File: config.mk
export PLATFORM = sky130hd
export DESIGN_NAME = roi_scan_harness
export DESIGN_NICKNAME = d
export VERILOG_FILES = /design/src/rtl/roi_scan_harness.sv
export SDC_FILE = /design/constraint.sdc
export NUM_CORES = 1
export LEC_CHECK = 0
export BUFFER_PORTS_ARGS = -buffer_cell sky130_fd_sc_hd__buf_2
export CAP_MARGIN = 20
export CORE_MARGIN = 3
export CORE_UTILIZATION = 43
export CTS_CLUSTER_SIZE = 28
export DETAILED_ROUTE_END_ITERATION = 6
export SLEW_MARGIN = 10
export SYNTH_ARGS = -nofsm -noshare
export SYNTH_HDL_FRONTEND = slang
export SYNTH_SLANG_ARGS = --single-unit
File: constraint.sdc
create_clock -name clk -period 4 [get_ports clk]
set_clock_uncertainty 0.05 [all_clocks]
set_input_delay 0.6 -clock clk [delete_from_list [all_inputs] [get_ports clk]]
set_output_delay 0.6 -clock clk [all_outputs]
set_load 0.01 [all_outputs]
File: src/rtl/roi_scan_harness.sv
// Scan harness around a region of interest: serially load a word, apply it, let the ROI
// settle, capture its response and unload it MSB first. Optional macro: ROI_SCAN_PARITY_EN.
module roi_scan_harness #(
   parameter int DIN_N      = 256,
   parameter int DOUT_N     = 256,
   parameter int SETTLE_CYC = 4
) (
   input  logic              clk,
   input  logic              rst_n,
   input  logic              di,
   input  logic              di_valid,
   input  logic              stb,
   output logic [DIN_N-1:0]  roi_din,
   input  logic [DOUT_N-1:0] roi_dout,
   // serial unload data; "do" is a reserved word, hence the suffix
   output logic              do_o,
   output logic              do_valid,
   output logic              busy
);

`ifdef ROI_SCAN_PARITY_EN
   localparam int UNLOAD_N = DOUT_N + 1;
`else
   localparam int UNLOAD_N = DOUT_N;
`endif
   localparam int SCW = $clog2(SETTLE_CYC + 1);
   localparam int BCW = $clog2(UNLOAD_N + 1);

   typedef enum logic [1:0] {
      IDLE    = 2'd0,
      SETTLE  = 2'd1,
      CAPTURE = 2'd2,
      UNLOAD  = 2'd3
   } state_t;

   state_t            state_q, state_d;
   logic [DIN_N-1:0]  din_shr_q, din_shr_d;
   logic [DIN_N-1:0]  roi_din_q, roi_din_d;
   logic [DOUT_N-1:0] dout_shr_q, dout_shr_d;
   logic [SCW-1:0]    settle_cnt_q, settle_cnt_d;
   logic [BCW-1:0]    bit_cnt_q, bit_cnt_d;
   logic              do_q, do_d;
   logic              do_valid_q, do_valid_d;
`ifdef ROI_SCAN_PARITY_EN
   logic              par_q, par_d;
`endif

   always_comb begin
      state_d      = state_q;
      din_shr_d    = din_shr_q;
      roi_din_d    = roi_din_q;
      dout_shr_d   = dout_shr_q;
      settle_cnt_d = settle_cnt_q;
      bit_cnt_d    = bit_cnt_q;
      do_d         = 1'b0;
      do_valid_d   = 1'b0;
`ifdef ROI_SCAN_PARITY_EN
      par_d        = par_q;
`endif
      case (state_q)
         IDLE: begin
            // stb takes priority: a coincident di is dropped
            if (stb) begin
               roi_din_d    = din_shr_q;
               settle_cnt_d = '0;
               state_d      = SETTLE;
            end else if (di_valid) begin
               din_shr_d = {din_shr_q[DIN_N-2:0], di};
            end
         end
         SETTLE: begin
            if (settle_cnt_q == SCW'(SETTLE_CYC - 1)) begin
               state_d = CAPTURE;
            end else begin
               settle_cnt_d = settle_cnt_q + SCW'(1);
            end
         end
         CAPTURE: begin
            // the first unload bit is presented at the same edge the word is captured
            dout_shr_d = {roi_dout[DOUT_N-2:0], roi_dout[DOUT_N-1]};
            do_d       = roi_dout[DOUT_N-1];
            do_valid_d = 1'b1;
            bit_cnt_d  = '0;
`ifdef ROI_SCAN_PARITY_EN
            par_d      = ^roi_dout;
`endif
            state_d    = UNLOAD;
         end
         UNLOAD: begin
            if (bit_cnt_q == BCW'(UNLOAD_N - 1)) begin
               state_d = IDLE;
            end else begin
               bit_cnt_d  = bit_cnt_q + BCW'(1);
               dout_shr_d = {dout_shr_q[DOUT_N-2:0], dout_shr_q[DOUT_N-1]};
               do_d       = dout_shr_q[DOUT_N-1];
               do_valid_d = 1'b1;
`ifdef ROI_SCAN_PARITY_EN
               if (bit_cnt_q == BCW'(DOUT_N - 1)) begin
                  do_d = par_q;
               end
`endif
            end
         end
         default: state_d = IDLE;
      endcase
   end

   always_ff @(posedge clk or negedge rst_n) begin
      if (!rst_n) begin
         state_q      <= IDLE;
         din_shr_q    <= '0;
         roi_din_q    <= '0;
         dout_shr_q   <= '0;
         settle_cnt_q <= '0;
         bit_cnt_q    <= '0;
         do_q         <= 1'b0;
         do_valid_q   <= 1'b0;
      end else begin
         state_q      <= state_d;
         din_shr_q    <= din_shr_d;
         roi_din_q    <= roi_din_d;
         dout_shr_q   <= dout_shr_d;
         settle_cnt_q <= settle_cnt_d;
         bit_cnt_q    <= bit_cnt_d;
         do_q         <= do_d;
         do_valid_q   <= do_valid_d;
      end
   end

`ifdef ROI_SCAN_PARITY_EN
   always_ff @(posedge clk or negedge rst_n) begin
      if (!rst_n) begin
         par_q <= 1'b0;
      end else begin
         par_q <= par_d;
      end
   end
`endif

   assign roi_din  = roi_din_q;
   assign do_o     = do_q;
   assign do_valid = do_valid_q;
   assign busy     = (state_q != IDLE);

endmodule

==> out/qor.csv, run 1 <==
stage;metric;value;unit
logic_synthesis;synthesis.area;32500;um2
placed_design;place_area;35900;um2
cts;cts_sinks;784;
cts;root_buffer;clkbuf_16;
finish;nets;3060;
placed_design;place.gp.congestion;0.835;
logic_synthesis;syn_inst;2282;
drt;drt_first_iter_violations;738;
outcome;status;finished clean;
floorplanning;fp-row-count;100;
critical_path;worstPathRequired;4.49;ns
critical_path;crit_fanout;92;
global_routing;grt_util_all_layers;0.184;
timing;hold_violations;0;
timing;timing.final.crit_share;0.737;
cts;post_cts_resized;0;
min_path;holdCritPathClass;in2reg;
finish;final_cell_mix;784 x dfrtp_1, 518 x buf_2, 273 x mux2_2;
cts;clk_latency;0.63;ns
critical_path;path_class;reg2reg;
logic_synthesis;avgSynthCellArea;14.2;um2
timing;slew_headroom;0.369;
finish;syn_to_final_growth;19.9;%
placed_design;place_ws;1.09;ns
critical_path;r2r-start;bit_cnt_q[0]$_DFFE_PN0P_;
finish;nFillCells;6364;
timing;fin_setup_tns;0;ns
drt;drc;0;
power;pwr_density_cell;642;nW/um2
floorplanning;start_util;0.435;
logic_synthesis;yosys.area.top_type;dfrtp_1;
floorplanning;core_area;74600;um2
critical_path;path_cells;ha_1 > and3_1 > and3_1 > and3_1 > ha_1 > and2b_4 > nor2_4 > buf_12 > buf_4 > nand2_1 > o21ai_1;
global_routing;grt_pass1_vias;20300;
timing;timing.fmax;339;MHz
critical_path;cp_slowest_cell;nor2_4;
drt;viasPerCell;4.98;
critical_path;cpMostUsedCell;and3_1;
logic_synthesis;ys_ff_latch;784;
timing;fin_ws;1.05;ns
timing;tightestPinTransition;0.947;ns
floorplanning;io_pins;520;
global_routing;gr-total-overflow;0;
critical_path;path_buf_inv;2;
timing;period_minus_slack;2.95;ns
logic_synthesis;synth_top_area_frac;0.604;
cts;cts.htree.levels;3;
critical_path;end_kind;register;
drt;route.vias.total;19100;
floorplanning;die_h;281;um
timing;setup_viol;0;
logic_synthesis;synth.net_count;2551;
finish;finalInstanceArea;38900;um2
logic_synthesis;ys_seq_area_frac;0.604;
drt;first_pass_iters;5;
logic_synthesis;synthTopCellsByArea;dfrtp_1 60%, mux2_2 9.5%, mux2_4 9.2%, mux2i_1 7.9%, o21ai_1 3.6%;
critical_path;cp-start-kind;register;
job;maxCapViolations;0;
logic_synthesis;ys.warnings.count;0;
critical_path;cp_top_family;simple AND/OR/NAND/NOR gates;
critical_path;critPathLaunch;bit_cnt_q[0]$_DFFE_PN0P_;
cts;cts_setup_buffers;0;
drt;wl_per_cell;19.0;um
timing;rsz0062_at_grt;no;
placed_design;numPortBuffers;519;
placed_design;place_hpwl;50900;um
floorplanning;die_area;78900;um2
power;peakVddDrop;0.000381;V
timing;drv_slew;0;
global_routing;grt_max_degree;104;
finish;final_common_cell;dfrtp_1;
global_routing;antenna_found_initial;23;
timing;hold_ws;0.150;ns
finish;drive_gt1_frac;0.415;
power;total_leakage_power;0.0205;uW
drt;antenna_left;0;
drt;totalWireLength;72900;um
min_path;hp-start;di;
critical_path;arrival;3.44;ns
floorplanning;die_w;281;um
logic_synthesis;ys_types;35;
cts;clockBufferDepth;3;
cts;cts_inserted_buffers;84;
critical_path;critPathMaxStageDelay;0.39;ns
cts;path_clk_slew;0.06;ns
cts;cts_tree;done;
global_routing;grt_pass1_wl;115000;um
where the power goes:
group / leakage (uW) / total [uW] / internal [uW] / switching [uW]
clock network: 0.00145 / 8190 / 4930 / 3260
registers: 0.0105 / 10200 / 9410 / 758
logic: 0.00857 / 6620 / 2770 / 3850
repair_timing:
| item | 4_1_cts | 5_1_grt |
|---|---|---|
| endpoints found under the setup margin | 0 | 0 |
| hold buffers | 1 | 0 |
| hold endpoints to repair | 15 | 0 |
cell usage after synthesis, drive strengths merged:
library cell,number
a2111oi,1
a211oi,1
a21o,1
a21oi,4
a22o,2
a22oi,1
a31oi,1
and2b,3
and3,3
buf,135
clkbuf,9
dfrtp,784
ha,8
inv,6
mux2,513
mux2i,256
nand2,268
nand2b,3
nand3,2
nor2,7
nor3,2
nor3b,1
o21ai,266
o221ai,1
o32a,1
xnor2,3
per-stage QoR:
stage                     cells  total power [uW]  utilization
after detailed placement   3673             17000        0.481
after CTS                  3825             25300        0.522
final                      3840             25000        0.522
after floorplan            2282             15900            -
after global routing       3836             26600        0.522
after global placement     3673             16700        0.481
cell families after synthesis:
logic type               share of synthesized area
buffers and inverters                       0.0327
flip-flops                                   0.604
multiplexers                                 0.280
AND/OR/NAND/NOR                             0.0352
adder cells (fa/ha/maj)                    0.00308
AO/OA/AOI/OAI                               0.0441
XOR/XNOR                                  0.000809
path summary, 6_finish.rpt:
kind,cells past startpoint,endpoint,slack (ns)
setup / recovery,11,dout_shr_q[64]$_DFFE_PN0P_,1.05
hold / removal,2,din_shr_q[0]$_DFFE_PN0P_,0.15
setup reg to reg,11,dout_shr_q[64]$_DFFE_PN0P_,1.05
hold reg to reg,2,dout_shr_q[4]$_DFFE_PN0P_,0.43
max in group asynchronous,3,roi_din[110]$_DFFE_PN0P_,2.25
min in group asynchronous,2,din_shr_q[60]$_DFFE_PN0P_,0.56
registers in the layout (all words and copies together) (netlist names):
signal,cells
bit_cnt_q,9
settle_cnt_q,3
din_shr_q,256
roi_din,256
do_o,1
dout_shr_q,256
state_q,2
do_valid,1
metal layers:
| metal | vias to the layer above | routed length (um) | global-route usage |
|---|---|---|---|
| li1 | 8986 | - | - |
| met1 | 9614 | 30800 | 0.237 |
| met2 | 407 | 35800 | 0.305 |
| met3 | 121 | 4350 | 0.0488 |
| met4 | 14 | 1780 | 0.0579 |
| met5 | - | 84 | 0 |
final cells by class:
class / instances / area [um2] / area share
Antenna cell: 15 / 37.5 / 0.000964
Sequential cell: 784 / 19600 / 0.504
Tap cell: 969 / 1210 / 0.0311
Multi-Input combinational cell: 1348 / 11800 / 0.304
Clock inverter: 34 / 557 / 0.0143
Clock buffer: 117 / 2430 / 0.0623
Inverter: 6 / 22.5 / 0.000578
Timing Repair Buffer: 567 / 3230 / 0.0830
No activity file was read; power rests on OpenSTA's default activity.
==> inputs of run 2 (changes only) <==
--- a/config.mk
+++ b/config.mk
@@ -11,6 +11,7 @@
 export CORE_UTILIZATION = 43
 export CTS_CLUSTER_SIZE = 28
 export DETAILED_ROUTE_END_ITERATION = 6
+export PLACE_DENSITY = 0.66
 export SLEW_MARGIN = 10
 export SYNTH_ARGS = -nofsm -noshare
 export SYNTH_HDL_FRONTEND = slang
==> constraint.sdc (replaced) <==
create_clock -name clk -period 2.65 [get_ports clk]
set_clock_uncertainty 0.05 [all_clocks]
set_input_delay 0.3975 -clock clk [delete_from_list [all_inputs] [get_ports clk]]
set_output_delay 0.3975 -clock clk [all_outputs]
set_load 0.01 [all_outputs]
==> run 2 against run 1 <==
  * Die area did not move
  * Fmax rose by 16%
  * Via count rose by 6.1%
==> out/qor.csv, run 2 (synthesis gave the netlist of run 1 again) <==
stage;metric;value;unit;change
power;peakVddDrop;0.000692;V;+82%
cts;path_clk_slew;0.06;ns;about the same
drt;drt_first_iter_violations;903;;+22%
timing;fin_ws;0.115;ns;-0.936 ns
floorplanning;die_h;281;um;unchanged
timing;drv_slew;0;;unchanged
timing;period_minus_slack;2.54;ns;-0.414 ns
global_routing;grt_pass1_wl;123000;um;+6.3%
drt;route.vias.total;20300;;+6.1%
floorplanning;die_w;281;um;unchanged
finish;final_util;0.549;;+0.0268
timing;timing.final.crit_share;0.957;;+0.219
min_path;holdCritPathClass;in2reg;;
critical_path;cp-start-kind;register;;
placed_design;dp.cells;3686;;+0.35%
critical_path;crit_fanout;22;;-76%
timing;slew_headroom;0.448;;+0.0788
power;seq_power_share;0.399;;-0.008
power;power.internal;26200;uW;+53%
drt;totalWireLength;77900;um;+6.9%
critical_path;path_class;reg2reg;;
floorplanning;core_area;74600;um2;unchanged
global_routing;antenna_found_initial;9;;-61%
cts;cts_tree;done;;
global_routing;gr-total-overflow;0;;unchanged
finish;syn_to_final_growth;26.1;%;
finish;nets;3256;;+6.4%
global_routing;globalRoute.busiestLayer;met2;;
drt;viasPerCell;5.04;;+1.1%
finish;nFillCells;6013;;-5.5%
global_routing;grt_max_degree;107;;+2.9%
timing;hold_violations;0;;unchanged
global_routing;use_met1;0.245;;+0.00855
placed_design;numPortBuffers;519;;unchanged
drt;wl_per_cell;19.3;um;+1.8%
outcome;status;finished clean;;
finish;drive_gt1_frac;0.391;;-0.0241
placed_design;place.gp.congestion;0.847;;+1.5%
global_routing;use_met3;0.0427;;-0.00615
power;total_leakage_power;0.0214;uW;+4.2%
drt;antenna_left;0;;unchanged
power;pwr-share-comb;0.294;;+0.029
critical_path;end_kind;register;;
finish;layoutNonFillerInstCount;4032;;+5.0%
cts;cts_inserted_buffers;84;;unchanged
timing;tightestPinTransition;0.829;ns;-0.118 ns
floorplanning;io_pins;520;;unchanged
floorplanning;start_util;0.435;;unchanged
timing;hold_ws;0.0220;ns;-0.128 ns
floorplanning;die_area;78900;um2;unchanged
floorplanning;fp-row-count;100;;unchanged
drt;first_pass_iters;5;;unchanged
cts;clockBufferDepth;3;;unchanged
global_routing;grt_util_met2;0.331;;+0.0258
global_routing;grt_pass1_vias;21900;;+8.1%
cts;cts_sinks;784;;unchanged
finish;final_common_cell;dfrtp_1;;
critical_path;arrival;2.99;ns;-0.45 ns
cts;root_buffer;clkbuf_16;;
power;clkPwrFrac;0.307;;-0.021
power;sw_frac_of_total;0.321;;+0.00662
placed_design;place_hpwl;52500;um;+3.2%
finish;final_cell_mix;784 x dfrtp_1, 518 x buf_2, 273 x mux2_2;;
timing;timing.fmax;394;MHz;+16%
placed_design;place_ws;0.0374;ns;-1.05 ns
power;pwr_density_cell;943;nW/um2;+47%
timing;setup_viol;0;;unchanged
power;power;38600;uW;+54%
critical_path;worstPathRequired;3.11;ns;-1.38 ns
global_routing;grt_util_all_layers;0.195;;+0.0113
drt;drc;0;;unchanged
cts;cts.htree.levels;3;;unchanged
power;switchingPower;12400;uW;+58%
cts;clk_latency;0.63;ns;about the same
job;maxCapViolations;0;;unchanged
## run 2: changes by cell type in the layout (fill, tap and decap cells not counted), moves of 2 or more
cell	before	now
buf_12	21	35
buf_16	0	2
bufinv_16	10	6
clkbuf_1	13	27
clkbuf_16	84	87
clkbuf_8	20	14
clkinv_2	11	13
clkinvlp_4	5	1
diode_2	15	8
dlygate4sd3_1	1	179
inv_6	1	3
## run 2: cell type report
class,instances,area [um2],area share
clock buffers,125,2400,0.0585
diodes,8,20.0,0.000489
repair buffers,763,5420,0.132
flip-flops and latches,784,19600,0.479
clock inverters,29,414,0.0101
well taps,969,1210,0.0296
inverters,6,22.5,0.000550
multi-input cells,1348,11800,0.289
## run 2: what timing repair did
action | in CTS | in global routing
resized for setup | 0 | 4
setup endpoints to repair | 0 | 33
setup buffers | 0 | 2
hold buffers | 179 | 0
hold endpoints to repair | 211 | 0
## run 2: critical path, stage by stage (launching register included)
cell     delay (ns)
dfrtp_1        0.41
ha_2           0.21
and3_1         0.20
and3_1         0.20
and3_1         0.18
ha_1           0.18
and2b_4        0.29
nor2_4         0.06
buf_12         0.16
buf_16         0.17
buf_16         0.16
nand2_1        0.08
o21ai_1        0.07
## run 2: final timing paths
path                                           start                     endpoint  slack (ns)  cells past startpoint
max in group asynchronous                      rst_n  dout_shr_q[149]$_DFFE_PN0P_        1.32                      4
setup / recovery            bit_cnt_q[0]$_DFFE_PN0P_  dout_shr_q[232]$_DFFE_PN0P_        0.11                     12
min in group asynchronous                      rst_n  dout_shr_q[246]$_DFFE_PN0P_        0.27                      2
hold reg to reg            dout_shr_q[4]$_DFFE_PN0P_    dout_shr_q[4]$_DFFE_PN0P_        0.43                      2
hold / removal                         roi_dout[250]  dout_shr_q[251]$_DFFE_PN0P_        0.02                      3
setup reg to reg            bit_cnt_q[0]$_DFFE_PN0P_  dout_shr_q[232]$_DFFE_PN0P_        0.11                     12
## run 2: routing by layer
layer | vias to the layer above | part of all wire
met4 | 2 | 0.034
met5 | - | 0.00017
met3 | 160 | 0.055
met1 | 10300 | 0.42
met2 | 506 | 0.49
li1 | 9392 | -
## run 2: power groups by stage
| stage | clock network (uW) | registers [uW] | logic [uW] |
|---|---|---|---|
| finish | 11800 | 15400 | 11300 |
| CTS | 12200 | 15400 | 11100 |
| global placement | 0 | 15500 | 10500 |
| global route | 12700 | 15600 | 12600 |
| floorplan | 0 | 15200 | 8700 |
| detailed placement | 0 | 15600 | 10800 |
## run 2: through the flow
stage,TNS (ns),area (um2)
after floorplan,0,32500
after global placement,0,36200
after detailed placement,0,36200
after CTS,0,40800
after global routing,-0.0494,40900
final,0,40900
==> inputs of run 3 (changes only) <==
--- a/config.mk
+++ b/config.mk
@@ -9,6 +9,7 @@
 export CAP_MARGIN = 20
 export CORE_MARGIN = 3
 export CORE_UTILIZATION = 43
+export CTS_BUF_LIST = sky130_fd_sc_hd__clkbuf_2
 export CTS_CLUSTER_SIZE = 28
 export DETAILED_ROUTE_END_ITERATION = 6
 export PLACE_DENSITY = 0.66
@@ -16,3 +17,4 @@
 export SYNTH_ARGS = -nofsm -noshare
 export SYNTH_HDL_FRONTEND = slang
 export SYNTH_SLANG_ARGS = --single-unit
+export TNS_END_PERCENT = 50
==> run 3 against run 2 <==
  * Non-clock buffer count increased by 355
  * Global-route usage increased by 4.3 points
  * Worst hold slack improved by 0.22 ns
  * First-iteration DRC count increased by 67%
  * Cell count increased by 13%
  * Register-to-register slack got worse by 0.06 ns
  * Flip-flop and latch count unchanged
  * Sequential power about the same
==> out/qor.csv, run 3 (synthesis gave the netlist of run 1 again) <==
stage;metric;value;unit;change
outcome;status;finished clean;;
critical_path;cp-start-kind;register;;
timing;rsz0062_at_grt;yes;;
drt;wl_per_cell;20.5;um;+6.1%
placed_design;place_hpwl;52500;um;unchanged
finish;nFillCells;5601;;-6.9%
cts;clockBufferDepth;3;;unchanged
timing;timing.final.crit_share;0.980;;+0.0230
critical_path;r2r-start;bit_cnt_q[0]$_DFFE_PN0P_;;
critical_path;critPathLaunch;bit_cnt_q[0]$_DFFE_PN0P_;;
global_routing;grt_max_degree;107;;unchanged
finish;final_common_cell;dfrtp_1;;
cts;cts_sinks;784;;unchanged
drt;drt_first_iter_violations;1511;;+67%
placed_design;dp.cells;3686;;unchanged
drt;route.vias.total;23800;;+17%
global_routing;antenna_found_initial;28;;+19
cts;clk_latency;1.40;ns;+0.77 ns
placed_design;place.gp.congestion;0.847;;unchanged
power;sw_frac_of_total;0.379;;+0.0572
global_routing;grt_pass1_vias;26200;;+20%
drt;first_pass_iters;7;;+2
floorplanning;io_pins;520;;unchanged
finish;nets;3722;;+14%
finish;final_cell_mix;784 x dfrtp_1, 521 x dlygate4sd3_1, 517 x buf_2;;
placed_design;numPortBuffers;519;;unchanged
critical_path;worstPathRequired;3.86;ns;+0.75 ns
drt;antenna_left;0;;unchanged
finish;drive_gt1_frac;0.388;;-0.00352
min_path;hp-start;di_valid;;
floorplanning;die_w;281;um;unchanged
timing;slew_headroom;0.395;;-0.0523
power;seq_power_share;0.425;;+0.026
power;power.internal;22900;uW;-13%
finish;syn_to_final_growth;33.9;%;
floorplanning;fp-row-count;100;;unchanged
floorplanning;core_area;74600;um2;unchanged
drt;viasPerCell;5.21;;+3.3%
floorplanning;die_area;78900;um2;unchanged
cts;cts_tree;done;;
critical_path;crit_fanout;49;;+120%
drt;totalWireLength;93700;um;+20%
global_routing;grt_util_all_layers;0.238;;+0.0426
timing;hold_ws;0.244;ns;+0.222 ns
cts;path_clk_slew;0.14;ns;+0.08 ns
floorplanning;start_util;0.435;;unchanged
timing;setup_viol;0;;unchanged
timing;timing.fmax;385;MHz;-2.4%
cts;cts.htree.levels;4;;+1
power;switchingPower;14000;uW;+13%
critical_path;arrival;3.81;ns;+0.82 ns
min_path;holdCritPathClass;in2reg;;
timing;tightestPinTransition;0.882;ns;+0.0533 ns
global_routing;grt_pass1_wl;146000;um;+19%
job;maxCapViolations;0;;unchanged
critical_path;path_class;reg2reg;;
timing;drv_slew;0;;unchanged
global_routing;gr-total-overflow;0;;unchanged
timing;hold_violations;0;;unchanged
drt;drc;0;;unchanged
cts;root_buffer;clkbuf_2;;
power;pwr_density_cell;848;nW/um2;-10%
power;peakVddDrop;0.000782;V;+13%
power;clkPwrFrac;0.222;;-0.085
power;power;36900;uW;-4.5%
timing;period_minus_slack;2.60;ns;+0.0611 ns
critical_path;end_kind;register;;
finish;layoutNonFillerInstCount;4569;;+13%
power;pwr-share-comb;0.353;;+0.059
floorplanning;die_h;281;um;unchanged
power;total_leakage_power;0.0228;uW;+6.8%
cts;cts_inserted_buffers;195;;+130%
==> run 3: cell type report <==
class,instances,area (um2),share of cell area
multi-input cells,1348,11900,0.273
clock inverters,43,327,0.00751
well taps,969,1210,0.0279
repair buffers,1118,8980,0.206
inverters,6,25.0,0.000575
clock buffers,279,1400,0.0321
diodes,22,55.1,0.00127
flip-flops and latches,784,19600,0.451
==> run 3: stage by stage <==
stage	utilization	cell area, um2	worst slack, ns	TNS (ns)
after global placement	0.485	36200	0.150	0
final	0.583	43500	0.0535	0
after CTS	0.580	43200	-0.184	-0.184
after floorplan	-	32500	0.312	0
after detailed placement	0.485	36200	0.0374	0
after global routing	0.583	43500	-0.129	-0.408
==> run 3: what timing repair did <==
action	4_1_cts	5_1_grt
gates resized for setup	8	16
pin swaps	1	3
buffers inserted	4	10
cloned	0	3
hold buffers	522	0
endpoints found under the setup margin	2	40
endpoints found under the hold margin	1558	0
==> run 3: path summary, 6_finish.rpt <==
path,slack [ns],cells after the start,endpoint
min in group asynchronous,0.74,5,din_shr_q[93]$_DFFE_PN0P_
hold / removal,0.24,4,din_shr_q[20]$_DFFE_PN0P_
setup reg to reg,0.05,10,dout_shr_q[135]$_DFFE_PN0P_
hold reg to reg,0.38,2,dout_shr_q[128]$_DFFE_PN0P_
max in group asynchronous,0.86,7,dout_shr_q[199]$_DFFE_PN0P_
setup / recovery,0.05,10,dout_shr_q[135]$_DFFE_PN0P_
==> run 3: critical path, stage by stage, from the launching register on <==
cell and delay, ns:
dfrtp_1 0.42, ha_2 0.20, and3_1 0.20, and3_1 0.20, and3_1 0.18, ha_1 0.18, and2b_4 0.29, nor2_4 0.06
buf_12 0.15, buf_12 0.18, o21ai_2 0.44
==> run 3: per-layer routing <==
metal,vias to the layer above,share of wire,GRT usage,wire [um]
met4,14,0.060,0.151,5670
met5,-,0.00096,0,90
li1,10400,-,-,-
met3,469,0.078,0.0904,7330
met2,1098,0.48,0.379,44900
met1,11800,0.38,0.270,35700
==> run 3: power groups by stage <==
| stage | sequential [uW] | clock, uW | combinational, uW |
|---|---|---|---|
| floorplan | 15200 | 0 | 8700 |
| global placement | 15500 | 0 | 10500 |
| detailed placement | 15600 | 0 | 10800 |
| CTS | 15300 | 8420 | 11600 |
| global route | 15900 | 9140 | 14100 |
| finish | 15700 | 8190 | 13000 |
